File: config.mk
export PLATFORM = sky130hd
export DESIGN_NAME = bus_master_port_flat
export DESIGN_NICKNAME = d
export VERILOG_FILES = /design/src/rtl/bus_pkg.sv /design/src/rtl/bus_master_port_if.sv /design/src/rtl/bus_timeout_counter.sv /design/src/rtl/bus_master_port.sv /design/src/flat_wrapper.sv
export SDC_FILE = /design/constraint.sdc
export NUM_CORES = 1
export LEC_CHECK = 0
export CORE_MARGIN = 2
export CORE_UTILIZATION = 36
export CTS_CLUSTER_SIZE = 30
export DETAILED_ROUTE_END_ITERATION = 10
export PLACE_DENSITY = 0.82
export SLEW_MARGIN = 20
export SYNTH_ARGS = -nofsm -noshare
export SYNTH_HDL_FRONTEND = slang
export SYNTH_SLANG_ARGS = --single-unit
File: constraint.sdc
create_clock -name clk_i -period 1.3 [get_ports clk_i]
set_input_delay 0.13 -clock clk_i [delete_from_list [all_inputs] [get_ports clk_i]]
set_output_delay 0.13 -clock clk_i [all_outputs]
set_load 0.05 [all_outputs]
File: src/rtl/bus_pkg.sv
// Shared definitions for the bus master front end: FSM encoding, bus widths,
// default strobe timeout and the read value returned on a faulted load.
package bus_pkg;

    localparam int BUS_AW              = 32;
    localparam int BUS_DW              = 32;
    localparam int BUS_TIMEOUT_DEFAULT = 256;

    localparam logic [BUS_DW-1:0] BUS_ERR_RDATA = 32'h0;

    typedef enum logic [1:0] {
        ST_IDLE = 2'd0,
        ST_REQ  = 2'd1,
        ST_RESP = 2'd2
    } bus_state_e;

    // A one-cycle timeout still needs a one-bit counter.
    function automatic int timeout_cnt_w(input int timeout);
        return (timeout > 1) ? $clog2(timeout) : 1;
    endfunction

endpackage

File: src/rtl/bus_master_port_if.sv
// Interconnect-side master signals of bus_master_port; master modport faces
// the port, slave modport faces the interconnect (or a bench model of it).
interface bus_master_port_if;
    import bus_pkg::*;

    logic              bus_stb_o;
    logic              bus_we_o;
    logic [BUS_AW-1:0] bus_adr_o;
    logic [BUS_DW-1:0] bus_dat_o;
    logic [BUS_DW-1:0] bus_dat_i;
    logic              bus_ack_i;
    logic              bus_adr_err_i;

    modport master (
        output bus_stb_o, bus_we_o, bus_adr_o, bus_dat_o,
        input  bus_dat_i, bus_ack_i, bus_adr_err_i
    );

    modport slave (
        input  bus_stb_o, bus_we_o, bus_adr_o, bus_dat_o,
        output bus_dat_i, bus_ack_i, bus_adr_err_i
    );

endinterface

File: src/rtl/bus_timeout_counter.sv
// Strobe watchdog: cleared when a request is accepted, counts unacknowledged
// strobe cycles, and flags expiry on the TIMEOUT-th such cycle.
module bus_timeout_counter
    import bus_pkg::*;
#(
    parameter int TIMEOUT = BUS_TIMEOUT_DEFAULT
) (
    input  logic clk_i,
    input  logic rst_i,
    input  logic clear,
    input  logic enable,
    output logic expire
);

    localparam int               CNT_W    = timeout_cnt_w(TIMEOUT);
    localparam logic [CNT_W-1:0] CNT_LAST = CNT_W'(TIMEOUT - 1);

    logic [CNT_W-1:0] cnt_reg;

    always_ff @(posedge clk_i or negedge rst_i) begin
        if (!rst_i) begin
            cnt_reg <= '0;
        end else if (clear) begin
            cnt_reg <= '0;
        end else if (enable) begin
            cnt_reg <= cnt_reg + CNT_W'(1);
        end
    end

    assign expire = (cnt_reg == CNT_LAST);

endmodule

File: src/rtl/bus_master_port.sv
// Registered single-word bus master between the CPU memory stage and the
// interconnect. Optional strobe timeout enabled by BUS_MASTER_TIMEOUT_EN.
module bus_master_port
    import bus_pkg::*;
#(
    parameter int TIMEOUT = BUS_TIMEOUT_DEFAULT
) (
    input  logic              clk_i,
    input  logic              rst_i,
    input  logic              req_i,
    input  logic              we_i,
    input  logic [BUS_AW-1:0] adr_i,
    input  logic [BUS_DW-1:0] dat_i,
    output logic [BUS_DW-1:0] rdata_o,
    output logic              done_o,
    output logic              err_o,
    output logic              busy_o,
    bus_master_port_if.master bus
);

    bus_state_e        state_reg, state_next;
    logic              stb_reg, stb_next;
    logic              done_reg, done_next;
    logic              err_reg, err_next;
    logic              we_reg, we_next;
    logic [BUS_AW-1:0] adr_reg, adr_next;
    logic [BUS_DW-1:0] dat_reg, dat_next;
    logic [BUS_DW-1:0] rdata_reg, rdata_next;
    logic              cnt_clear, cnt_enable, timeout_expire;

`ifdef BUS_MASTER_TIMEOUT_EN
    bus_timeout_counter #(.TIMEOUT(TIMEOUT)) u_timeout (
        .clk_i  (clk_i),
        .rst_i  (rst_i),
        .clear  (cnt_clear),
        .enable (cnt_enable),
        .expire (timeout_expire)
    );
`else
    // Without the watchdog a strobe waits for ack or decode miss forever.
    logic unused_timeout;
    assign unused_timeout = (TIMEOUT != 0) ^ cnt_clear ^ cnt_enable;
    assign timeout_expire = 1'b0;
`endif

    always_comb begin
        state_next = ST_IDLE;
        stb_next   = 1'b0;
        done_next  = 1'b0;
        err_next   = 1'b0;
        we_next    = we_reg;
        adr_next   = adr_reg;
        dat_next   = dat_reg;
        rdata_next = rdata_reg;
        cnt_clear  = 1'b0;
        cnt_enable = 1'b0;

        case (state_reg)
            ST_REQ: begin
                // Decode miss beats ack, ack beats the watchdog.
                if (bus.bus_adr_err_i) begin
                    state_next = ST_RESP;
                    done_next  = 1'b1;
                    err_next   = 1'b1;
                    if (!we_reg) rdata_next = BUS_ERR_RDATA;
                end else if (bus.bus_ack_i) begin
                    state_next = ST_RESP;
                    done_next  = 1'b1;
                    if (!we_reg) rdata_next = bus.bus_dat_i;
                end else if (timeout_expire) begin
                    state_next = ST_RESP;
                    done_next  = 1'b1;
                    err_next   = 1'b1;
                    if (!we_reg) rdata_next = BUS_ERR_RDATA;
                end else begin
                    state_next = ST_REQ;
                    stb_next   = 1'b1;
                    cnt_enable = 1'b1;
                end
            end
            default: begin
                // IDLE and RESP both accept, giving one transaction per 2 cycles.
                if (req_i) begin
                    state_next = ST_REQ;
                    stb_next   = 1'b1;
                    we_next    = we_i;
                    adr_next   = adr_i;
                    dat_next   = dat_i;
                    cnt_clear  = 1'b1;
                end
            end
        endcase
    end

    always_ff @(posedge clk_i or negedge rst_i) begin
        if (!rst_i) begin
            state_reg <= ST_IDLE;
            stb_reg   <= 1'b0;
            done_reg  <= 1'b0;
            err_reg   <= 1'b0;
            we_reg    <= 1'b0;
            adr_reg   <= '0;
            dat_reg   <= '0;
            rdata_reg <= '0;
        end else begin
            state_reg <= state_next;
            stb_reg   <= stb_next;
            done_reg  <= done_next;
            err_reg   <= err_next;
            we_reg    <= we_next;
            adr_reg   <= adr_next;
            dat_reg   <= dat_next;
            rdata_reg <= rdata_next;
        end
    end

    assign bus.bus_stb_o = stb_reg;
    assign bus.bus_we_o  = we_reg;
    assign bus.bus_adr_o = adr_reg;
    assign bus.bus_dat_o = dat_reg;
    assign busy_o        = stb_reg;
    assign done_o        = done_reg;
    assign err_o         = err_reg;
    assign rdata_o       = rdata_reg;

endmodule
File: src/flat_wrapper.sv
// flat-port wrapper written by rule: the top's interface ports become plain ports
module bus_master_port_flat import bus_pkg::*;
#(
    parameter int TIMEOUT = BUS_TIMEOUT_DEFAULT
)
  (clk_i, rst_i, req_i, we_i, adr_i, dat_i, rdata_o, done_o, err_o, busy_o, bus_bus_stb_o, bus_bus_we_o, bus_bus_adr_o, bus_bus_dat_o, bus_bus_dat_i, bus_bus_ack_i, bus_bus_adr_err_i);
  bus_master_port_if bus_i ();
  input  logic clk_i;
  input  logic rst_i;
  input  logic req_i;
  input  logic we_i;
  input  logic [BUS_AW-1:0] adr_i;
  input  logic [BUS_DW-1:0] dat_i;
  output logic [BUS_DW-1:0] rdata_o;
  output logic done_o;
  output logic err_o;
  output logic busy_o;
  output wire logic [$bits(bus_i.bus_stb_o)-1:0] bus_bus_stb_o;
  output wire logic [$bits(bus_i.bus_we_o)-1:0] bus_bus_we_o;
  output wire logic [$bits(bus_i.bus_adr_o)-1:0] bus_bus_adr_o;
  output wire logic [$bits(bus_i.bus_dat_o)-1:0] bus_bus_dat_o;
  input wire logic [$bits(bus_i.bus_dat_i)-1:0] bus_bus_dat_i;
  input wire logic [$bits(bus_i.bus_ack_i)-1:0] bus_bus_ack_i;
  input wire logic [$bits(bus_i.bus_adr_err_i)-1:0] bus_bus_adr_err_i;
  assign bus_bus_stb_o = bus_i.bus_stb_o;
  assign bus_bus_we_o = bus_i.bus_we_o;
  assign bus_bus_adr_o = bus_i.bus_adr_o;
  assign bus_bus_dat_o = bus_i.bus_dat_o;
  assign bus_i.bus_dat_i = bus_bus_dat_i;
  assign bus_i.bus_ack_i = bus_bus_ack_i;
  assign bus_i.bus_adr_err_i = bus_bus_adr_err_i;
  bus_master_port #(.TIMEOUT(TIMEOUT)) u_core (.clk_i(clk_i), .rst_i(rst_i), .req_i(req_i), .we_i(we_i), .adr_i(adr_i), .dat_i(dat_i), .rdata_o(rdata_o), .done_o(done_o), .err_o(err_o), .busy_o(busy_o), .bus(bus_i));
endmodule
==> results of run 1 <==
==> state kept, by name, indices dropped and copies added (netlist names) <==
register and count:
u_core.bus.bus_adr_o 32, u_core.bus.bus_dat_o 32, u_core.bus.bus_stb_o 1, u_core.bus.bus_we_o 1
u_core.done_o 1, u_core.err_o 1, u_core.rdata_o 32
==> per-layer routing <==
layer,share of wire (%),routed length [um],up-vias,track usage [%]
met5,0,0,-,0
met4,2.5,262,0,7.052
met3,7.8,803,18,5.335
met2,53,5458,118,31.70
met1,37,3820,1392,19.69
li1,-,-,1284,-
==> per-stage QoR <==
| stage | setup TNS (ps) | setup slack (ps) | cell area [um^2] | power (uW) |
|---|---|---|---|---|
| floorplan | -22180 | -258.6 | 4015 | 12930 |
| global placement | -16700 | -304.8 | 7217 | 20670 |
| detailed placement | -18820 | -371.4 | 7217 | 21010 |
| CTS | -12210 | -158.9 | 7503 | 23160 |
| global route | -16720 | -214.0 | 7518 | 23820 |
| finish | -11120 | -155.7 | 7518 | 22970 |
==> cells by family after synthesis <==
logic type	after synthesis	share of synthesized area [%]
flip-flops	100	62.66
multiplexers	97	27.44
AND/OR/NAND/NOR	38	6.548
buffers and inverters	16	3.227
AO/OA/AOI/OAI	1	0.1252
==> power by group <==
| group | switching, uW | total [uW] | internal, uW | leakage, uW |
|---|---|---|---|---|
| logic | 7210 | 15000 | 7770 | 0.00201 |
| clock network | 970 | 1830 | 856 | 0.0000937 |
| registers | 1570 | 6170 | 4590 | 0.00120 |
==> placed cells by master (no fill, tap or decap) <==
master and count:
and2b_1 11, dfrtp_2 3, nor2_1 2, buf_4 9, dfrtp_1 97, nor2_2 1, buf_16 1, clkbuf_1 3
nor3_4 1, a21oi_1 1, nand2_2 1, clkdlybuf4s50_1 100, buf_6 1, mux2_4 18, dlygate4sd3_1 1, clkinv_2 1
nand2b_4 1, nor2b_1 21, buf_12 105, clkbuf_8 12, mux2_2 79, inv_1 2
==> critical path, cell delays in order, from the launching register on <==
cell      delay, ps
dfrtp_2         410
nand2b_4        170
nor3_4          120
buf_6           150
buf_12          160
mux2_2          340
==> worst paths after layout <==
| check | start | end | slack [ps] |
|---|---|---|---|
| worst min register to register | u_core.bus.bus_dat_o[16] | u_core.bus.bus_dat_o[16] | 570 |
| worst max register to register | u_core.done_o | u_core.rdata_o[26] | -160 |
| max in group asynchronous | rst_i | u_core.bus.bus_stb_o | 440 |
| worst min-delay path | rst_i | u_core.rdata_o[5] | 330 |
| worst max-delay path | u_core.done_o | u_core.rdata_o[26] | -160 |
| min in group clk_i | req_i | u_core.bus.bus_stb_o | 370 |
==> layout make-up <==
cell class | count | area, um^2 | area share, %
well taps | 140 | 175.2 | 2.330
repair buffers | 217 | 3219 | 42.82
clock inverters | 1 | 5.005 | 0.06657
clock buffers | 15 | 176.4 | 2.346
flip-flops and latches | 100 | 2506 | 33.33
multi-input cells | 136 | 1429 | 19.00
inverters | 2 | 7.507 | 0.09985
==> timing repair <==
item,CTS,global route
buffers inserted,3,0
resized for setup,13,4
pin swaps,0,0
endpoints found under the hold margin,100,0
gates cloned,1,0
hold buffers,1,0
setup endpoints to repair,97,97
==> summary.md, run 1 <==
| Metric | Value |
|---|---|
| Nets | 568 |
| First-pass DRT Iterations | 4 |
| # DRC | 0 |
| Input/output buffers | 202 |
| CP Capture Type | flip-flop |
| Arr. time, crit path | 1690 ps |
| Clk_skew | 5.730 ps |
| Fin worst setup slack | -155.7 ps |
| R2r worst-path depth | 5 |
| CP max FO | 16 |
| Final HPWL DP | 7.875 mm |
| CTS buffer count | 9 |
| I/O pin cnt | 203 |
| Area Growth Syn to Fin | 88.25% |
| Finish-stage setup viols | 97 |
| Antenna fix cells | 0 |
| Cell count after synthesis | 252 |
| Number of global-route vias before repair | 3227 |
| Routed wire per std cell | 16.93 um |
| FFs w/ async S/R, synth | 100.0% |
| Fill cells | 741 |
| Final Slew Violations | 0 |
| Sequential share of the synthesized area | 62.66% |
| Main synth FF type | dfrtp_1 |
| Util after Layout | 69.36% |
| Die Area | 11950 um^2 |
| Total number of vias | 2812 |
| CTS Sinks | 100 |
| Die outline height | 109.3 um |
| Chip Width | 109.3 um |
| Part of the cycle the worst path needs | 112.0% |
| PwrDens | 3055 nW/um^2 |
| Synth cell count leaders | dfrtp_1, mux2_2, nor2b_1 |
| Row cnt | 38 |
| Post-Syn Area | 3994 um^2 |
| Clk Latency, worst-skew pair | 350 ps |
| Top cell type's share of synthesized area | 62.66% |
| Synth Register Bits | 100 |
| Net Count, Synth | 354 |
| DRT iter0 DRCs | 84 |
| Core Region | 10840 um^2 |
| Total wire length | 10.34 mm |
| Synth area leader | dfrtp_1 |
| Max cap viols | 0 |
| WS Path Type | flip-flop to flip-flop |
| WP data required | 1530 ps |
| All-layer global routing usage | 17.74% |
| Leakage power | 0.003308 uW |
| Final Wtd Congestion | 0.7538 |
| Failing checks | negative setup slack |
| First-pass GRT wire length | 16.07 mm |
| Hold slack | 325.0 ps |
| Grt ovf | 0 |
| Final ANT Viol Nets | 0 |
| Final Hold Fails | 0 |
| CTS tree | yes |
| Initial antenna violation count | 0 |
| Share of cells above drive strength 1 | 49.47% |
| Largest cells by area after synthesis | dfrtp_1, mux2_2, nor2b_1 |
| Longest Clk Path Bufs | 2 |
| Slew Limit Headroom | 60.92% |
| RSZ-0062 raised after global routing | yes |
| Worst-margin pin slew | 586.3 ps |
| Ys Warns | 0 |
| Pin count of the biggest net entering global routing | 101 |
| Placed insts | 590 |
| Min Tclk post-route | 1456 ps |
| Initial core utilization | 36.84% |
| Hold Crit Class | input port to async pin |
| Status | finished with violations |
| Fin cells | 611 |
| Vias/cell | 4.602 |
| Worst setup SP type | flip-flop |
| Worst vdd ir | 0.001918 V |
| Number of synthesized flops with an enable pin | 0 |
| Most common cell in the synthesized netlist | dfrtp_1 |
| Root Driver | clkbuf_8 |
| Syn avg cell area | 15.85 um^2 |
| F_max | 686.9 MHz |
| Clock Pin Slew Worst Setup and Hold Paths | 90 ps |
| Htree depth | 3 |
| Cell variety after synth | 17 |
(Power assumes the default switching activity.)
==> run 2: changes to the inputs <==
--- a/config.mk
+++ b/config.mk
@@ -6,10 +6,10 @@
 export NUM_CORES = 1
 export LEC_CHECK = 0
 export CORE_MARGIN = 2
-export CORE_UTILIZATION = 36
+export CORE_UTILIZATION = 40
 export CTS_CLUSTER_SIZE = 30
 export DETAILED_ROUTE_END_ITERATION = 10
-export PLACE_DENSITY = 0.82
+export PLACE_DENSITY = 0.86
 export SLEW_MARGIN = 20
 export SYNTH_ARGS = -nofsm -noshare
 export SYNTH_HDL_FRONTEND = slang
==> constraint.sdc (replaced) <==
create_clock -name clk_i -period 1.4 [get_ports clk_i]
set_input_delay 0.14 -clock clk_i [delete_from_list [all_inputs] [get_ports clk_i]]
set_output_delay 0.14 -clock clk_i [all_outputs]
set_load 0.05 [all_outputs]
==> summary.md, run 2 (synthesis results as in run 1) <==
| Metric | Value |
|---|---|
| WP data required | 1650 ps (was 1530 ps) |
| Pin count of the biggest net entering global routing | 44 (was 101) |
| Row cnt | 36 (was 38) |
| Worst-margin pin slew | 345.3 ps (was 586.3 ps) |
| Max cap viols | 0 (unchanged) |
| Clock Pin Slew Worst Setup and Hold Paths | 90 ps (about the same) |
| Final HPWL DP | 6.803 mm (was 7.875 mm) |
| Min Tclk post-route | 1456 ps (about the same) |
| Chip Width | 103.9 um (was 109.3 um) |
| Die Area | 10800 um^2 (was 11950 um^2) |
| Fin worst setup slack | -56.22 ps (was -155.7 ps) |
| CP Launch Point | u_core.done_o (unchanged) |
| Routed wire per std cell | 15.07 um (was 16.93 um) |
| Final instance area | 6266 um^2 (was 7518 um^2) |
| CTS Sinks | 100 (unchanged) |
| Initial antenna violation count | 0 (unchanged) |
| Number of global-route vias before repair | 3092 (was 3227) |
| Root Driver | clkbuf_8 (unchanged) |
| CTS buffer count | 9 (unchanged) |
| Share of cells above drive strength 1 | 49.46% (was 49.47%) |
| Vias/cell | 4.635 (was 4.602) |
| Comb pwr share | 58.8% (was 65.2%) |
| # DRC | 0 (unchanged) |
| Placed insts | 583 (was 590) |
| Top Metal Used | met4 (unchanged) |
| Sw frac | 47.07% (was 42.44%) |
| CP max FO | 25 (was 16) |
| Clk_skew | 7.145 ps (was 5.730 ps) |
| Net Sw Power | 8210 uW (was 9750 uW) |
| Hold Crit Class | input port to async pin (unchanged) |
| DRT met1 WL | 3.445 mm (was 3.820 mm) |
| Nets | 564 (was 568) |
| Antenna fix cells | 0 (unchanged) |
| PwrDens | 2784 nW/um^2 (was 3055 nW/um^2) |
| CP Capture Type | flip-flop (unchanged) |
| Total number of vias | 2781 (was 2812) |
| Fill cells | 764 (was 741) |
| Status | finished with violations (unchanged) |
| Pint | 9232 uW (was 13220 uW) |
| Grt ovf | 0 (unchanged) |
| WS Path Type | flip-flop to flip-flop (unchanged) |
| All-layer global routing usage | 17.38% (was 17.74%) |
| Final Slew Violations | 0 (unchanged) |
| Part of the cycle the worst path needs | 104.0% (was 112.0%) |
| Die outline height | 103.9 um (was 109.3 um) |
| F_max | 686.7 MHz (was 686.9 MHz) |
| Commonest cells after routing, fill and taps aside | buf_4, clkdlybuf4s50_1, dfrtp_1, mux2_2, nor2b_1 (was buf_12, clkdlybuf4s50_1, dfrtp_1, mux2_2, nor2b_1) |
| DRT iter0 DRCs | 51 (was 84) |
| Post-CTS Setup Bufs | 0 (was 3) |
| Total wire length | 9.043 mm (was 10.34 mm) |
| Reg2reg start | u_core.done_o (unchanged) |
| Clk Latency, worst-skew pair | 360 ps (was 350 ps) |
| Met2 wire len | 4.584 mm (was 5.458 mm) |
| Slew Limit Headroom | 76.98% (was 60.92%) |
| Longest Clk Path Bufs | 2 (unchanged) |
| First-pass DRT Iterations | 4 (unchanged) |
| Worst setup SP type | flip-flop (unchanged) |
| Final Hold Fails | 0 (unchanged) |
| Register share of total power | 28.5% (was 26.8%) |
| Clock Power Share | 12.7% (was 7.9%) |
| First-pass GRT wire length | 14.87 mm (was 16.07 mm) |
| Fin cells | 600 (was 611) |
| Core Region | 9729 um^2 (was 10840 um^2) |
| RSZ-0062 raised after global routing | yes (unchanged) |
| Final Wtd Congestion | 0.7533 (was 0.7538) |
| Finish-stage setup viols | 77 (was 97) |
| Place WS | -239.5 ps (was -371.4 ps) |
| Area Growth Syn to Fin | 56.89% (was 88.25%) |
| Htree depth | 3 (unchanged) |
| Worst vdd ir | 0.001652 V (was 0.001918 V) |
| Overall power | 17440 uW (was 22970 uW) |
| DP Area | 6007 um^2 (was 7217 um^2) |
| Cts repair resizes | 0 (was 13) |
| Leakage power | 0.002865 uW (was 0.003308 uW) |
| I/O pin cnt | 203 (unchanged) |
| Final ANT Viol Nets | 0 (unchanged) |
| Arr. time, crit path | 1700 ps (was 1690 ps) |
| Commonest non-fill, non-tap cell in the layout | buf_4 (was buf_12) |
| Failing checks | negative setup slack (unchanged) |
| Met3 WL post-DR | 688 um (was 803 um) |
| Initial core utilization | 41.05% (was 36.84%) |
| Input/output buffers | 202 (unchanged) |
| CTS tree | yes (unchanged) |
[run 2: cell count changes in the layout (fill, tap and decap cells not counted), moves of 2 or more]
cell	delta
buf_12	-96
buf_4	+94
mux2_4	-15
mux2_2	+15
clkbuf_1	-2
bufinv_16	+3
clkbuf_8	-2
[run 2: cell type report]
type / count / area [um^2] / area share [%]
Clock buffer: 11 / 141.4 / 2.256
Clock inverter: 5 / 107.6 / 1.717
Inverter: 2 / 7.507 / 0.1198
Multi-Input combinational cell: 136 / 1373 / 21.91
Sequential cell: 100 / 2506 / 40.00
Tap cell: 133 / 166.4 / 2.656
Timing Repair Buffer: 213 / 1964 / 31.35
[run 2: metal layers]
metal	vias to the layer above	global-route usage [%]
li1	1277	-
met1	1352	19.65
met2	125	28.81
met3	27	5.764
met5	-	0
met4	0	10.04
[run 2: critical path: stages, from the launching register on]
cell and delay, ps:
dfrtp_2 410, nand2b_4 170, nor3_4 180, buf_12 220
mux2_2 350
[run 2: path summary, 6_finish.rpt]
check	to	slack, ps	cells past startpoint
max	u_core.rdata_o[24]	-60	4
min	u_core.rdata_o[8]	220	2
max reg2reg	u_core.rdata_o[24]	-60	4
min reg2reg	u_core.bus.bus_adr_o[29]	510	1
max in group asynchronous	u_core.bus.bus_adr_o[4]	640	3
min in group clk_i	u_core.bus.bus_stb_o	370	3
[run 2: repair_timing]
item / 4_1_cts / 5_1_grt
hold buffers: 1 / 0
setup endpoints to repair: 96 / 97
endpoints found under the hold margin: 38 / 0
[run 2: power by group through the flow]
stage | Clock, uW | Combinational, uW | Sequential, uW
finish | 2210 | 10300 | 4970
global route | 2410 | 10600 | 5150
CTS | 2310 | 10400 | 4990
detailed placement | 0 | 10400 | 5040
global placement | 0 | 10200 | 4970
floorplan | 0 | 2230 | 9770
[run 2: per-stage QoR]
step	setup TNS [ps]	utilization, %	hold slack (ps)
after global placement	-6569	61.74	63.98
after CTS	-2333	64.40	205.8
after global routing	-5953	64.40	229.9
after detailed placement	-8396	61.74	68.79
final	-1476	64.40	218.0
after floorplan	-12480	-	-155.6
==> run 3: changes to the inputs <==
--- a/config.mk
+++ b/config.mk
@@ -6,11 +6,11 @@
 export NUM_CORES = 1
 export LEC_CHECK = 0
 export CORE_MARGIN = 2
-export CORE_UTILIZATION = 40
+export CORE_UTILIZATION = 60
 export CTS_CLUSTER_SIZE = 30
 export DETAILED_ROUTE_END_ITERATION = 10
-export PLACE_DENSITY = 0.86
-export SLEW_MARGIN = 20
+export DONT_BUFFER_PORTS = 1
+export PLACE_DENSITY = 0.82
 export SYNTH_ARGS = -nofsm -noshare
 export SYNTH_HDL_FRONTEND = slang
 export SYNTH_SLANG_ARGS = --single-unit
==> summary.md, run 3 (synthesis results as in run 1) <==
| Metric | Value |
|---|---|
| First-pass DRT Iterations | 5 (was 4) |
| Nets | 527 (was 564) |
| Reg2reg start | u_core.done_o (unchanged) |
| Finish-stage setup viols | 97 (was 77) |
| All-layer global routing usage | 31.17% (was 17.38%) |
| CTS buffer count | 9 (unchanged) |
| Area Growth Syn to Fin | 44.08% (was 56.89%) |
| Share of cells above drive strength 1 | 52.79% (was 49.46%) |
| Clk Latency, worst-skew pair | 350 ps (was 360 ps) |
| Final Wtd Congestion | 0.7620 (was 0.7533) |
| Failing checks | negative hold slack, negative setup slack (was negative setup slack) |
| Final HPWL DP | 6.154 mm (was 6.803 mm) |
| I/O pin cnt | 203 (unchanged) |
| Antenna fix cells | 0 (unchanged) |
| CTS tree | yes (unchanged) |
| Hold slack | -533.6 ps (was 218.0 ps) |
| CP Launch Point | u_core.done_o (unchanged) |
| Min Tclk post-route | 1500 ps (was 1456 ps) |
| WP buf/inv | 1 (unchanged) |
| Multi-input logic area | 1373 um^2 (unchanged) |
| F_max | 666.5 MHz (was 686.7 MHz) |
| Chip Width | 85.59 um (was 103.9 um) |
| Cts hold-fix bufs | 68 (was 1) |
| First-pass GRT wire length | 17.10 mm (was 14.87 mm) |
| WP data required | 1630 ps (was 1650 ps) |
| Worst-margin pin slew | 487.7 ps (was 345.3 ps) |
| Vias/cell | 5.434 (was 4.635) |
| Pin count of the biggest net entering global routing | 101 (was 44) |
| Commonest non-fill, non-tap cell in the layout | buf_4 (unchanged) |
| # DRC | 0 (unchanged) |
| Initial core utilization | 62.54% (was 41.05%) |
| Fin Setup TNS | -6334 ps (was -1476 ps) |
| R2r worst-path depth | 4 (unchanged) |
| Fin worst setup slack | -100.4 ps (was -56.22 ps) |
| Part of the cycle the worst path needs | 107.2% (was 104.0%) |
| DRT iter0 DRCs | 105 (was 51) |
| Row cnt | 29 (was 36) |
| Commonest cells after routing, fill and taps aside | buf_4, dfrtp_1, mux2_2, dlygate4sd3_1, nor2b_1 (was buf_4, clkdlybuf4s50_1, dfrtp_1, mux2_2, nor2b_1) |
| Initial antenna violation count | 0 (unchanged) |
| DP Area | 4801 um^2 (was 6007 um^2) |
| Worst setup SP type | flip-flop (unchanged) |
| Final Hold Fails | 100 (was 0) |
| Routed wire per std cell | 22.47 um (was 15.07 um) |
| Fin cells | 507 (was 600) |
| Slowest-stage cell, CP | dfrtp_2 (unchanged) |
| Final instance area | 5754 um^2 (was 6266 um^2) |
| Total number of vias | 2755 (was 2781) |
| Total wire length | 11.39 mm (was 9.043 mm) |
| CP max FO | 25 (unchanged) |
| WS Path Type | flip-flop to flip-flop (unchanged) |
| Die Area | 7325 um^2 (was 10800 um^2) |
| Number of global-route vias before repair | 3195 (was 3092) |
| Grt ovf | 0 (unchanged) |
| Fill cells | 253 (was 764) |
| Worst R2R End | u_core.bus.bus_adr_o[6] (was u_core.rdata_o[24]) |
| Arr. time, crit path | 1730 ps (was 1700 ps) |
| CP delay by family, top | flip-flops (unchanged) |
| CTS Sinks | 100 (unchanged) |
| Hold Crit Class | input port to async pin (unchanged) |
| Htree depth | 3 (unchanged) |
| Worst R2R Setup Slack | -100 ps (was -60 ps) |
| Die outline height | 85.59 um (was 103.9 um) |
| Placed insts | 419 (was 583) |
| RSZ-0062 raised after global routing | yes (unchanged) |
| CP Capture Type | flip-flop (unchanged) |
| Slew Limit Headroom | 67.51% (was 76.98%) |
| Crit path largest cell delay | 420 ps (was 410 ps) |
| Ordered cell list for the critical path | nand2b_4, nand2_2, buf_12, mux2_2 (was nand2b_4, nor3_4, buf_12, mux2_2) |
| Register area | 2506 um^2 (unchanged) |
| Core Region | 6386 um^2 (was 9729 um^2) |
| Status | finished with violations (unchanged) |
| Root Driver | clkbuf_8 (unchanged) |
| Max cap viols | 0 (unchanged) |
| Input/output buffers | 0 (was 202) |
| Clock Pin Slew Worst Setup and Hold Paths | 100 ps (was 90 ps) |
| Clk_skew | 11.49 ps (was 7.145 ps) |
| Longest Clk Path Bufs | 2 (unchanged) |
| Final Slew Violations | 0 (unchanged) |
| Final ANT Viol Nets | 0 (unchanged) |
[run 3: cell count changes in the layout (fill, tap and decap cells not counted), sizes merged, moves of 2 or more]
| cell | delta |
|---|---|
| clkdlybuf4s50 | -100 |
| dlygate4sd3 | +67 |
| buf | -5 |
| bufinv | -2 |
[run 3: how the worst max path moves through the flow]
stage	end	cells after the start
detailed placement	u_core.rdata_o[29]	4
global placement	u_core.rdata_o[9]	4
floorplan	u_core.rdata_o[10]	4
CTS	u_core.rdata_o[31]	5
global route	u_core.rdata_o[16]	5
finish	u_core.bus.bus_adr_o[6]	4
[run 3: metal layers]
layer | up-vias | global-route usage [%] | wire length (um)
met4 | 0 | 11.11 | 317
met5 | - | 0 | 0
met1 | 1392 | 32.65 | 3872
met3 | 27 | 8.373 | 762
met2 | 135 | 59.45 | 6438
li1 | 1201 | - | -
[run 3: timing repair]
action | 4_1_cts | 5_1_grt
pin swaps | 0 | 0
setup endpoints to repair | 50 | 97
setup buffers | 2 | 0
resized for setup | 2 | 0
cloned | 1 | 1
hold endpoints to repair | 168 | 100
[run 3: cell type report]
| class | count | area share, % |
|---|---|---|
| Clock inverter | 5 | 1.044 |
| Sequential cell | 100 | 43.55 |
| Clock buffer | 11 | 2.457 |
| Tap cell | 77 | 1.674 |
| Timing Repair Buffer | 176 | 27.29 |
| Inverter | 2 | 0.1305 |
| Multi-Input combinational cell | 136 | 23.85 |
[run 3: through the flow]
step	util [%]	setup WS, ps	hold WS, ps
CTS	89.71	-52.45	-541.0
global route	90.11	-161.5	-554.0
global placement	75.18	12.11	-153.7
finish	90.11	-100.4	-533.6
detailed placement	75.18	-32.34	-154.3
floorplan	-	-158.6	-155.6
Power of run 3 is not shown: default switching activity piles up to over one toggle a cycle in this logic, so the estimate is an artifact.
